$ cat src/rtl/vz_image_loader.sv
// vz_image_loader
// Streams a VZ snapshot from the HPS ioctl download channel into system RAM
// through an arbitrated write port. It parses the 24-byte header, buffers
// payload bytes in a small FIFO and back-pressures the HPS with dn_wait.
// After a BASIC image it patches the end-of-BASIC pointer.
// Optional build macro: VZ_AUTORUN_EN adds exec_req/exec_addr for binary autorun.
module vz_image_loader #(
  parameter int unsigned ADDR_W        = 16,
  parameter int unsigned FIFO_DEPTH    = 4,
  parameter logic [7:0]  FILE_INDEX    = 8'd1,
  parameter int unsigned HDR_LEN       = 24,
  parameter logic [15:0] BASIC_END_PTR = 16'h78F9
) (
  input  logic              clk_sys,
  input  logic              RESET,
  input  logic              dn_download,
  input  logic [7:0]        dn_index,
  input  logic [15:0]       dn_addr,
  input  logic [7:0]        dn_data,
  input  logic              dn_wr,
  output logic              dn_wait,
  output logic              ram_req,
  input  logic              ram_ack,
  output logic [ADDR_W-1:0] ram_addr,
  output logic [7:0]        ram_dout,
  output logic              busy,
  output logic              done,
  output logic              error,
  output logic [7:0]        file_type
`ifdef VZ_AUTORUN_EN
  ,
  output logic              exec_req,
  output logic [15:0]       exec_addr
`endif
);

  localparam int unsigned PTR_W = (FIFO_DEPTH > 1) ? $clog2(FIFO_DEPTH) : 1;
  localparam int unsigned CNT_W = PTR_W + 1;

  typedef enum logic [2:0] {
    S_IDLE,
    S_HEADER,
    S_DATA,
    S_DRAIN,
    S_PATCH_LO,
    S_PATCH_HI,
    S_DONE,
    S_ERROR
  } state_t;

  state_t r_state;
  state_t w_next;

  logic              r_active_q;
  logic              w_active;
  logic              w_start;
  logic              w_wr;
  logic              w_hdr_wr;
  logic              w_magic_bad;
  logic              w_hdr_last;
  logic              w_data_wr;
  logic              w_full;
  logic              w_push;
  logic              w_overflow;
  logic              w_pop;
  logic              w_flush;

  logic [15:0]       r_start;
  logic [15:0]       r_len;
  logic [7:0]        r_file_type;
  logic              r_done;
  logic              r_error;
  logic              r_req;

  logic [ADDR_W-1:0] r_fifo_addr [FIFO_DEPTH];
  logic [7:0]        r_fifo_data [FIFO_DEPTH];
  logic [PTR_W-1:0]  r_wptr;
  logic [PTR_W-1:0]  r_rptr;
  logic [CNT_W-1:0]  r_count;

  logic [15:0]       w_offs;
  logic [15:0]       w_sum16;
  logic [ADDR_W-1:0] w_push_addr;
  logic [ADDR_W-1:0] w_head_addr;
  logic [7:0]        w_head_data;
  logic [15:0]       w_end;

  assign w_active    = dn_download && (dn_index == FILE_INDEX);
  assign w_start     = w_active && !r_active_q;
  assign w_wr        = dn_wr && w_active;

  assign w_hdr_wr    = w_wr && (r_state == S_HEADER);
  assign w_magic_bad = w_hdr_wr &&
                       (((dn_addr == 16'd0) && (dn_data != 8'h56)) ||
                        ((dn_addr == 16'd1) && (dn_data != 8'h5A)) ||
                        ((dn_addr == 16'd2) && (dn_data != 8'h46)));
  assign w_hdr_last  = w_hdr_wr && (dn_addr == 16'(HDR_LEN - 1));

  assign w_data_wr   = w_wr && (r_state == S_DATA);
  assign w_full      = (r_count == CNT_W'(FIFO_DEPTH));
  assign w_push      = w_data_wr && !w_full;
  assign w_overflow  = w_data_wr && w_full;
  assign w_pop       = r_req && ram_ack &&
                       ((r_state == S_DATA) || (r_state == S_DRAIN));
  assign w_flush     = w_start || (w_next == S_ERROR);

  assign w_offs      = dn_addr - 16'(HDR_LEN);
  assign w_sum16     = r_start + w_offs;
  assign w_push_addr = ADDR_W'(w_sum16);
  assign w_head_addr = r_fifo_addr[r_rptr];
  assign w_head_data = r_fifo_data[r_rptr];
  assign w_end       = r_start + r_len;

  assign dn_wait     = (r_count >= CNT_W'(FIFO_DEPTH - 1));
  assign done        = r_done;
  assign error       = r_error;
  assign file_type   = r_file_type;

  // State register and load-start edge detector
  always_ff @(posedge clk_sys or negedge RESET) begin
    if (!RESET) begin
      r_state    <= S_IDLE;
      r_active_q <= 1'b0;
    end else begin
      r_state    <= w_next;
      r_active_q <= w_active;
    end
  end

  // Next-state decode and RAM port / status outputs
  always_comb begin
    w_next   = r_state;
    busy     = 1'b0;
    ram_req  = 1'b0;
    ram_addr = '0;
    ram_dout = '0;
`ifdef VZ_AUTORUN_EN
    exec_req = 1'b0;
`endif
    case (r_state)
      S_IDLE: begin
      end
      S_HEADER: begin
        busy = 1'b1;
        if (!w_active || w_magic_bad) begin
          w_next = S_ERROR;
        end else if (w_hdr_last) begin
          w_next = S_DATA;
        end
      end
      S_DATA: begin
        busy = 1'b1;
        if (r_req) begin
          ram_req  = 1'b1;
          ram_addr = w_head_addr;
          ram_dout = w_head_data;
        end
        if (w_overflow) begin
          w_next = S_ERROR;
        end else if (!w_active) begin
          w_next = S_DRAIN;
        end
      end
      S_DRAIN: begin
        busy = 1'b1;
        if (r_req) begin
          ram_req  = 1'b1;
          ram_addr = w_head_addr;
          ram_dout = w_head_data;
        end
        if (r_count == '0) begin
          w_next = (r_file_type == 8'hF0) ? S_PATCH_LO : S_DONE;
        end
      end
      S_PATCH_LO: begin
        busy     = 1'b1;
        ram_req  = 1'b1;
        ram_addr = ADDR_W'(BASIC_END_PTR);
        ram_dout = w_end[7:0];
        if (ram_ack) begin
          w_next = S_PATCH_HI;
        end
      end
      S_PATCH_HI: begin
        busy     = 1'b1;
        ram_req  = 1'b1;
        ram_addr = ADDR_W'(BASIC_END_PTR + 16'd1);
        ram_dout = w_end[15:8];
        if (ram_ack) begin
          w_next = S_DONE;
        end
      end
      S_DONE: begin
`ifdef VZ_AUTORUN_EN
        exec_req = (r_file_type == 8'hF1);
`endif
        w_next = S_IDLE;
      end
      S_ERROR: begin
        w_next = S_IDLE;
      end
      default: begin
        w_next = S_IDLE;
      end
    endcase
    // A fresh load start overrides whatever the FSM was doing.
    if (w_start) begin
      w_next = S_HEADER;
    end
  end

`ifdef VZ_AUTORUN_EN
  assign exec_addr = r_start;
`endif

  // Header field capture, payload length and sticky status flags
  always_ff @(posedge clk_sys or negedge RESET) begin
    if (!RESET) begin
      r_start     <= '0;
      r_len       <= '0;
      r_file_type <= '0;
      r_done      <= 1'b0;
      r_error     <= 1'b0;
    end else begin
      if (w_start) begin
        r_len   <= '0;
        r_done  <= 1'b0;
        r_error <= 1'b0;
      end else begin
        if (w_push) begin
          r_len <= r_len + 16'd1;
        end
        if (w_next == S_DONE) begin
          r_done <= 1'b1;
        end
        if (w_next == S_ERROR) begin
          r_error <= 1'b1;
        end
      end
      if (w_hdr_wr) begin
        if (dn_addr == 16'd21) begin
          r_file_type <= dn_data;
        end
        if (dn_addr == 16'd22) begin
          r_start[7:0] <= dn_data;
        end
        if (dn_addr == 16'd23) begin
          r_start[15:8] <= dn_data;
        end
      end
    end
  end

  // FIFO pointers, occupancy and the registered write request
  // r_req follows a non-empty FIFO one cycle late and drops for the cycle after
  // each pop, so ram_req only rises once the new head has settled.
  always_ff @(posedge clk_sys or negedge RESET) begin
    if (!RESET) begin
      r_wptr  <= '0;
      r_rptr  <= '0;
      r_count <= '0;
      r_req   <= 1'b0;
    end else if (w_flush) begin
      r_wptr  <= '0;
      r_rptr  <= '0;
      r_count <= '0;
      r_req   <= 1'b0;
    end else begin
      if (w_push) begin
        r_wptr <= r_wptr + PTR_W'(1);
      end
      if (w_pop) begin
        r_rptr <= r_rptr + PTR_W'(1);
      end
      case ({w_push, w_pop})
        2'b10:   r_count <= r_count + CNT_W'(1);
        2'b01:   r_count <= r_count - CNT_W'(1);
        default: r_count <= r_count;
      endcase
      r_req <= (r_count != '0) && !w_pop;
    end
  end

  // FIFO storage (payload address and byte)
  always_ff @(posedge clk_sys) begin
    if (w_push) begin
      r_fifo_addr[r_wptr] <= w_push_addr;
      r_fifo_data[r_wptr] <= dn_data;
    end
  end

endmodule

$ cat config.mk
export PLATFORM = sky130hd
export DESIGN_NAME = vz_image_loader
export DESIGN_NICKNAME = d
export VERILOG_FILES = /design/src/rtl/vz_image_loader.sv
export SDC_FILE = /design/constraint.sdc
export NUM_CORES = 1
export LEC_CHECK = 0
export ABC_AREA = 1
export CORE_ASPECT_RATIO = 1.25
export CORE_MARGIN = 1
export CORE_UTILIZATION = 53
export DETAILED_ROUTE_END_ITERATION = 10
export GPL_ROUTABILITY_DRIVEN = 0
export HOLD_SLACK_MARGIN = 0.15
export PLACE_DENSITY = 0.82
export RECOVER_POWER = 50
export SLEW_MARGIN = 20
export SYNTH_ARGS = -nofsm -noshare
export SYNTH_HDL_FRONTEND = slang
export SYNTH_SLANG_ARGS = --single-unit
$ cat constraint.sdc
create_clock -name clk_sys -period 2.72 [get_ports clk_sys]
set_input_delay 0.272 -clock clk_sys [delete_from_list [all_inputs] [get_ports clk_sys]]
set_output_delay 0.272 -clock clk_sys [all_outputs]
set_load 0.01 [all_outputs]
==> results.json, run 1 <==
{
  "r2r-start": "r_start[3]",
  "layout_commonest_cell": "nand2_1",
  "drive_gt1_share_pct": 16.5,
  "drtIter0Drc": 942,
  "synth.cell_area_um2": 8440,
  "io_pins": 74,
  "reg2regPathDepth": 16,
  "vias": 7661,
  "p_comb_share_pct": 36.9,
  "dp_hpwl_mm": 16.2,
  "worstHoldStart": "error",
  "coreArea_um2": 15600,
  "path_max_fanout": 5,
  "drv_cap": 1,
  "antenna_left": 0,
  "hp-class": "flip-flop to flip-flop",
  "grt.busiest_layer": "met2",
  "cts_inserted_buffers": 17,
  "clk_latency_ns": 0.43,
  "synth-xor-area-share_pct": 2.49,
  "min_to": "error",
  "status": "finished with violations",
  "drtPass1Iterations": 6,
  "setup_ws_ns": -0.0496,
  "cts_tree": "yes",
  "met2_usage_pct": 50.9,
  "wirelength_mm": 24.9,
  "cts_sinks": 150,
  "setup_viol": 6,
  "synth_top_family_by_area": "simple AND/OR/NAND/NOR gates",
  "regToRegSetupSlack_ns": 0.03,
  "htreeDepth": 4,
  "area_growth_pct": 27.3,
  "clockRootBuffer": "clkbuf_16",
  "grt_pass1_wl_mm": 36.0,
  "final_cell_mix": "nand2_1 (125), nor2_1 (119), inv_1 (118), edfxtp_1 (96), o21ai_0 (94)",
  "period_minus_slack_ns": 2.77,
  "tightest_slew_ns": 1.77,
  "grt_use_met3_pct": 4.54,
  "rr_endpoint": "r_fifo_addr[2][12]",
  "internal-power_mw": 4.87,
  "synth-simple-area-share_pct": 19.0,
  "report.final.slew_viol_count": 32,
  "leakagePower_nw": 4.62,
  "grt_usage_pct": 29.5,
  "timing.final.crit_share_pct": 102,
  "antenna_found_initial": 0,
  "synth_ff_type": "edfxtp_1",
  "wire_per_inst_um": 19.2,
  "yosys_warnings": 0,
  "max_freq_ghz": 0.361,
  "fin_setup_tns_ns": -0.195,
  "ys_async_sr_fraction_pct": 36.0,
  "synth_edf_count": 96,
  "p_clk_share_pct": 28.6,
  "syn_area_per_cell_um2": 9.01,
  "pre_cts_slack_ns": -0.190,
  "ys_types": 47,
  "startpoint": "r_len[4]",
  "synth_mux_area_share_pct": 0,
  "synth_compound_area_share_pct": 13.6,
  "startpoint_type": "flip-flop",
  "cp_data_arrival_time_ns": 2.50,
  "drcViolationCount": 0,
  "pwr_density_cell_nw_per_um2": 719,
  "port_buffers": 73,
  "peakVddDrop_mv": 0.463,
  "dieWidth_um": 115,
  "drt-vias-per-instance": 5.89,
  "swShare_pct": 36.9,
  "fin_hold_ws_ns": 0.487,
  "seq_power_share_pct": 34.5,
  "rows": 51,
  "crit_type": "flip-flop to output port",
  "p_switching_mw": 2.85,
  "clkTransAtPathRegs_ns": 0.07,
  "grt_pass1_vias": 7142,
  "clk_path_buf_depth": 2,
  "crit_path_end_kind": "output port",
  "violations": "capacitance limit, slew limit, setup timing",
  "initial_utilization_pct": 54.2,
  "crit_required_ns": 2.45,
  "synthAdderAreaFrac_pct": 7.98,
  "syn_nets": 1026,
  "grt_max_degree": 50,
  "fp.dieArea_um2": 16400,
  "die_y_um": 143,
  "antennaDiodeCount": 0,
  "min_path_cells": 2,
  "finalClockSkew_ns": 0.0126,
  "grtUsageMet1_pct": 33.4,
  "fin_nets": 1164,
  "ys_seq_area_share_pct": 50.2,
  "syn-instance-count": 937,
  "slew_headroom_pct": -18.1,
  "ys_ff_latch": 150,
  "hold_viol": 0,
  "overflow": 0
}
[logic make-up after synthesis]
kind of cell,after synthesis
AOI/OAI and AO/OA,205
xor gates and xnor gates,24
adders and majority gates,52
buffers and inverters,151
DFF,150
and+or+nand+nor,355
[metrics by stage]
step	area, µm²	util (%)	cells	power, mW
5_1_grt	10700	69.0	1300	8.07
4_1_cts	10500	67.7	1294	7.60
3_5_place_dp	9790	62.9	1254	5.43
6_report	10700	69.0	1300	7.72
2_1_floorplan	8440	-	937	4.29
3_3_place_gp	9790	62.9	1254	5.36
[worst max-delay path by stage]
stage,endpoint,slack [ns],cells after the start
2_1_floorplan,r_fifo_addr[0][0],0.08,5
3_3_place_gp,r_fifo_addr[1][12],-0.14,16
3_5_place_dp,r_fifo_addr[1][12],-0.19,16
4_1_cts,ram_dout[6],0.002,10
5_1_grt,ram_addr[1],-0.13,8
6_report,ram_dout[0],-0.05,12
[flip-flops by register name, indices dropped and copies added (netlist names)]
register,count
r_active_q,1
r_rptr,2
r_state,3
file_type,8
r_fifo_data,32
r_count,3
r_wptr,2
r_start,16
r_len,16
r_fifo_addr,64
done,1
r_req,1
error,1
[synth_stat cells (2+ instances only)]
| cell type | instances | share of area [%] |
|---|---|---|
| nor3_4 | 2 | 0.39 |
| o31ai_1 | 5 | 0.44 |
| inv_1 | 120 | 5.3 |
| inv_2 | 9 | 0.40 |
| nand3_1 | 44 | 2.6 |
| o22ai_1 | 21 | 1.6 |
| nor3_1 | 14 | 0.83 |
| nand2_2 | 4 | 0.30 |
| o21a_1 | 11 | 0.98 |
| fa_1 | 3 | 0.71 |
| o211ai_1 | 3 | 0.27 |
| nand4_1 | 12 | 0.89 |
| nand2_4 | 2 | 0.27 |
| xor2_1 | 19 | 2.0 |
| nor3_2 | 5 | 0.59 |
| nand3b_1 | 3 | 0.27 |
| nor2_2 | 8 | 0.59 |
| clkbuf_1 | 16 | 0.71 |
| nand2_1 | 128 | 5.7 |
| o2111ai_1 | 2 | 0.21 |
| xnor2_1 | 5 | 0.52 |
| nor4_1 | 3 | 0.22 |
| ha_1 | 49 | 7.3 |
| o21ai_0 | 100 | 5.9 |
| a21oi_1 | 51 | 3.0 |
| edfxtp_1 | 96 | 34 |
| nand3_4 | 2 | 0.42 |
| dfrtp_1 | 54 | 16 |
| nor2_1 | 124 | 5.5 |
| clkinv_1 | 3 | 0.13 |
| a21o_1 | 3 | 0.27 |
[per-layer routing]
| metal | up-vias | wire [µm] |
|---|---|---|
| met4 | 0 | 1620 |
| met5 | - | 0 |
| met2 | 490 | 12400 |
| met1 | 3587 | 8850 |
| met3 | 125 | 2060 |
| li1 | 3459 | - |
[layout make-up]
cell class                 count  area (µm²)
clock buffer                  18         429
tap                          212         265
clock inverter                14         116
multi-input combinational    636        3930
fill                        1070        4820
sequential                   150        4240
inverter                     132         503
timing repair buffer         138        1260
[worst max-delay path, cell delays in order (launching register included)]
cell      delay (ns)
dfrtp_1         0.44
ha_4            0.27
buf_6           0.13
nand2_4         0.09
nor2_4          0.05
a21oi_2         0.23
nor2_1          0.09
o21ai_1         0.17
nand2_1         0.09
a21oi_1         0.13
o21ai_0         0.10
nand3_1         0.11
clkbuf_2        0.15
[power groups by stage]
stage	clock network (mW)	logic, mW	registers, mW
final	2.21	2.85	2.67
after detailed placement	0	2.74	2.70
after CTS	2.19	2.76	2.65
after floorplan	0	1.60	2.69
after global routing	2.31	3.09	2.67
after global placement	0	2.67	2.69
[timing repair]
action	in CTS	in global routing
hold buffers	1	0
endpoints found under the hold margin	29	0
endpoints found under the setup margin	18	32
buffers inserted	7	6
gates resized for setup	43	61
gates cloned	0	0
pin swaps	3	9
Note: power is estimated with default switching activity, not from simulation.
==> inputs of run 2 (changes only) <==
- CORE_UTILIZATION: 53 -> 63
- PLACE_DENSITY: 0.82 -> 0.91
- clock period: 2.72 -> 3.3 ns (I/O delays scaled with it)
==> results.json, run 2 (synthesis results as in run 1) <==
{
  "hp-class": "flip-flop to flip-flop",
  "antenna_found_initial": 0,
  "drtPass1Iterations": 5,
  "antenna_left": 0,
  "wirelength_mm": 23.3,
  "wire_per_inst_um": 19.3,
  "min_path_cells": 2,
  "drcViolationCount": 0,
  "period_minus_slack_ns": 3.40,
  "setup_ws_ns": -0.0975,
  "initial_utilization_pct": 65.5,
  "pre_cts_slack_ns": 0.210,
  "crit_type": "flip-flop to output port",
  "cts_inserted_buffers": 17,
  "layout_commonest_cell": "nand2_1",
  "drt-vias-per-instance": 6.27,
  "grt_max_degree": 50,
  "clkTransAtPathRegs_ns": 0.07,
  "final_cell_mix": "nand2_1 (131), nor2_1 (125), inv_1 (121), o21ai_0 (99), edfxtp_1 (96)",
  "io_pins": 74,
  "largest_registers": "r_fifo_addr x64, r_fifo_data x32",
  "htreeDepth": 4,
  "max_freq_ghz": 0.294,
  "largest_reg_flops": 64,
  "grt_pass1_vias": 7219,
  "area_growth_pct": 18.4,
  "critPathMaxStageDelay_ns": 0.54,
  "drtIter0Drc": 956,
  "placed_area_um2": 9390,
  "startpoint_type": "flip-flop",
  "port_buffers": 73,
  "leakagePower_nw": 4.23,
  "overflow": 0,
  "clk_path_buf_depth": 2,
  "grt_usage_pct": 33.3,
  "crit_required_ns": 2.97,
  "dp_hpwl_mm": 15.3,
  "path_max_fanout": 5,
  "path_cells": "ha_1 > a21oi_1 > o21ai_1 > nand2_1 > nand3_2 > a31o_2 > a21oi_1 > o21ai_0 > nand3_1 > clkdlybuf4s50_1",
  "finalClockSkew_ns": 0.0103,
  "clockRootBuffer": "clkbuf_16",
  "cp_data_arrival_time_ns": 3.07,
  "crit_path_end_kind": "output port",
  "status": "finished with violations",
  "timing.final.crit_share_pct": 103,
  "clk_latency_ns": 0.43,
  "slowest_stage": "clkdlybuf4s50_1",
  "drive_gt1_share_pct": 8.01,
  "coreArea_um2": 12900,
  "dieWidth_um": 106,
  "rows": 46,
  "pwr_density_cell_nw_per_um2": 625,
  "hold_viol": 0,
  "vias": 7558,
  "crit_top_cell": "a21oi_1",
  "report.final.slew_viol_count": 40,
  "peakVddDrop_mv": 0.461,
  "violations": "capacitance limit, slew limit, setup timing",
  "reg2regPathDepth": 11,
  "fin_nets": 1112,
  "setup_viol": 2,
  "grt_pass1_wl_mm": 35.2,
  "top_register": "r_fifo_addr",
  "final_area_um2": 9990,
  "cts_tree": "yes",
  "fp.dieArea_um2": 13900,
  "cts_sinks": 150,
  "drv_cap": 1,
  "tightest_slew_ns": 2.18,
  "slew_headroom_pct": -45.3,
  "die_y_um": 131
}
[run 2: changes by cell type in the layout (fill, tap and decap cells not counted), sizes merged, moves of 3 or more]
cell	previous run	this run
dlymetal6s2s	9	2
clkbuf	27	20
clkdlybuf4s50	36	47
buf	61	11
dlygate4sd3	20	24
clkinv	9	6
[run 2: worst max-delay path, delay by kind of cell, from the launching register on]
kind | cells | cell delay (ns)
fa+ha+maj | 1 | 0.39
buf+inv | 1 | 0.54
compound gates | 5 | 0.90
flops | 1 | 0.43
simple gates | 3 | 0.37
[run 2: area by class of cell]
class / instances / area (µm²)
Timing Repair Buffer: 86 / 826
Multi-Input combinational cell: 636 / 3650
Sequential cell: 150 / 4240
Antenna cell: 1 / 2.50
Tap cell: 168 / 210
Fill cell: 803 / 2900
Clock inverter: 14 / 138
Inverter: 132 / 495
Clock buffer: 18 / 429
[run 2: per-layer routing]
| layer | part of all wire (%) | wire length [µm] | up-vias | track usage, % |
|---|---|---|---|---|
| met3 | 10 | 2410 | 148 | 7.34 |
| met4 | 5.9 | 1370 | 0 | 20.1 |
| met1 | 34 | 7990 | 3489 | 37.3 |
| li1 | - | - | 3378 | - |
| met5 | 0 | 0 | - | 0 |
| met2 | 49 | 11500 | 543 | 57.6 |
[run 2: what timing repair did]
item                                    in CTS  in global routing
setup buffers                                0                  1
endpoints found under the hold margin       38                  0
endpoints found under the setup margin       2                  7
hold buffers                                 1                  0
cloned                                       0                  0
resized for setup                            2                 15
[run 2: worst paths after layout]
path,from,to,slack (ns)
min reg2reg,error,error,0.51
min,error,error,0.51
min in group asynchronous,RESET,r_len[11],1.08
max in group asynchronous,RESET,r_start[10],0.52
max,r_len[5],ram_dout[4],-0.1
max reg2reg,r_state[1],r_req,0.48
[run 2: where the power goes]
part	switching [mW]	total [mW]	internal, mW
combinational	1.33	2.18	0.855
sequential	0.0828	2.19	2.11
clock	0.823	1.88	1.05
total	2.23	6.25	4.02
[run 2: metrics by stage]
step | power, mW | util (%) | TNS [ns] | hold WS (ns) | instances
global placement | 4.33 | 72.8 | 0 | 0.469 | 1170
finish | 6.25 | 77.5 | -0.104 | 0.505 | 1205
floorplan | 3.54 | - | 0 | 0.0344 | 937
global route | 6.53 | 77.5 | -0.255 | 0.523 | 1204
CTS | 6.28 | 77.4 | 0 | 0.507 | 1203
detailed placement | 4.40 | 72.8 | 0 | 0.483 | 1170
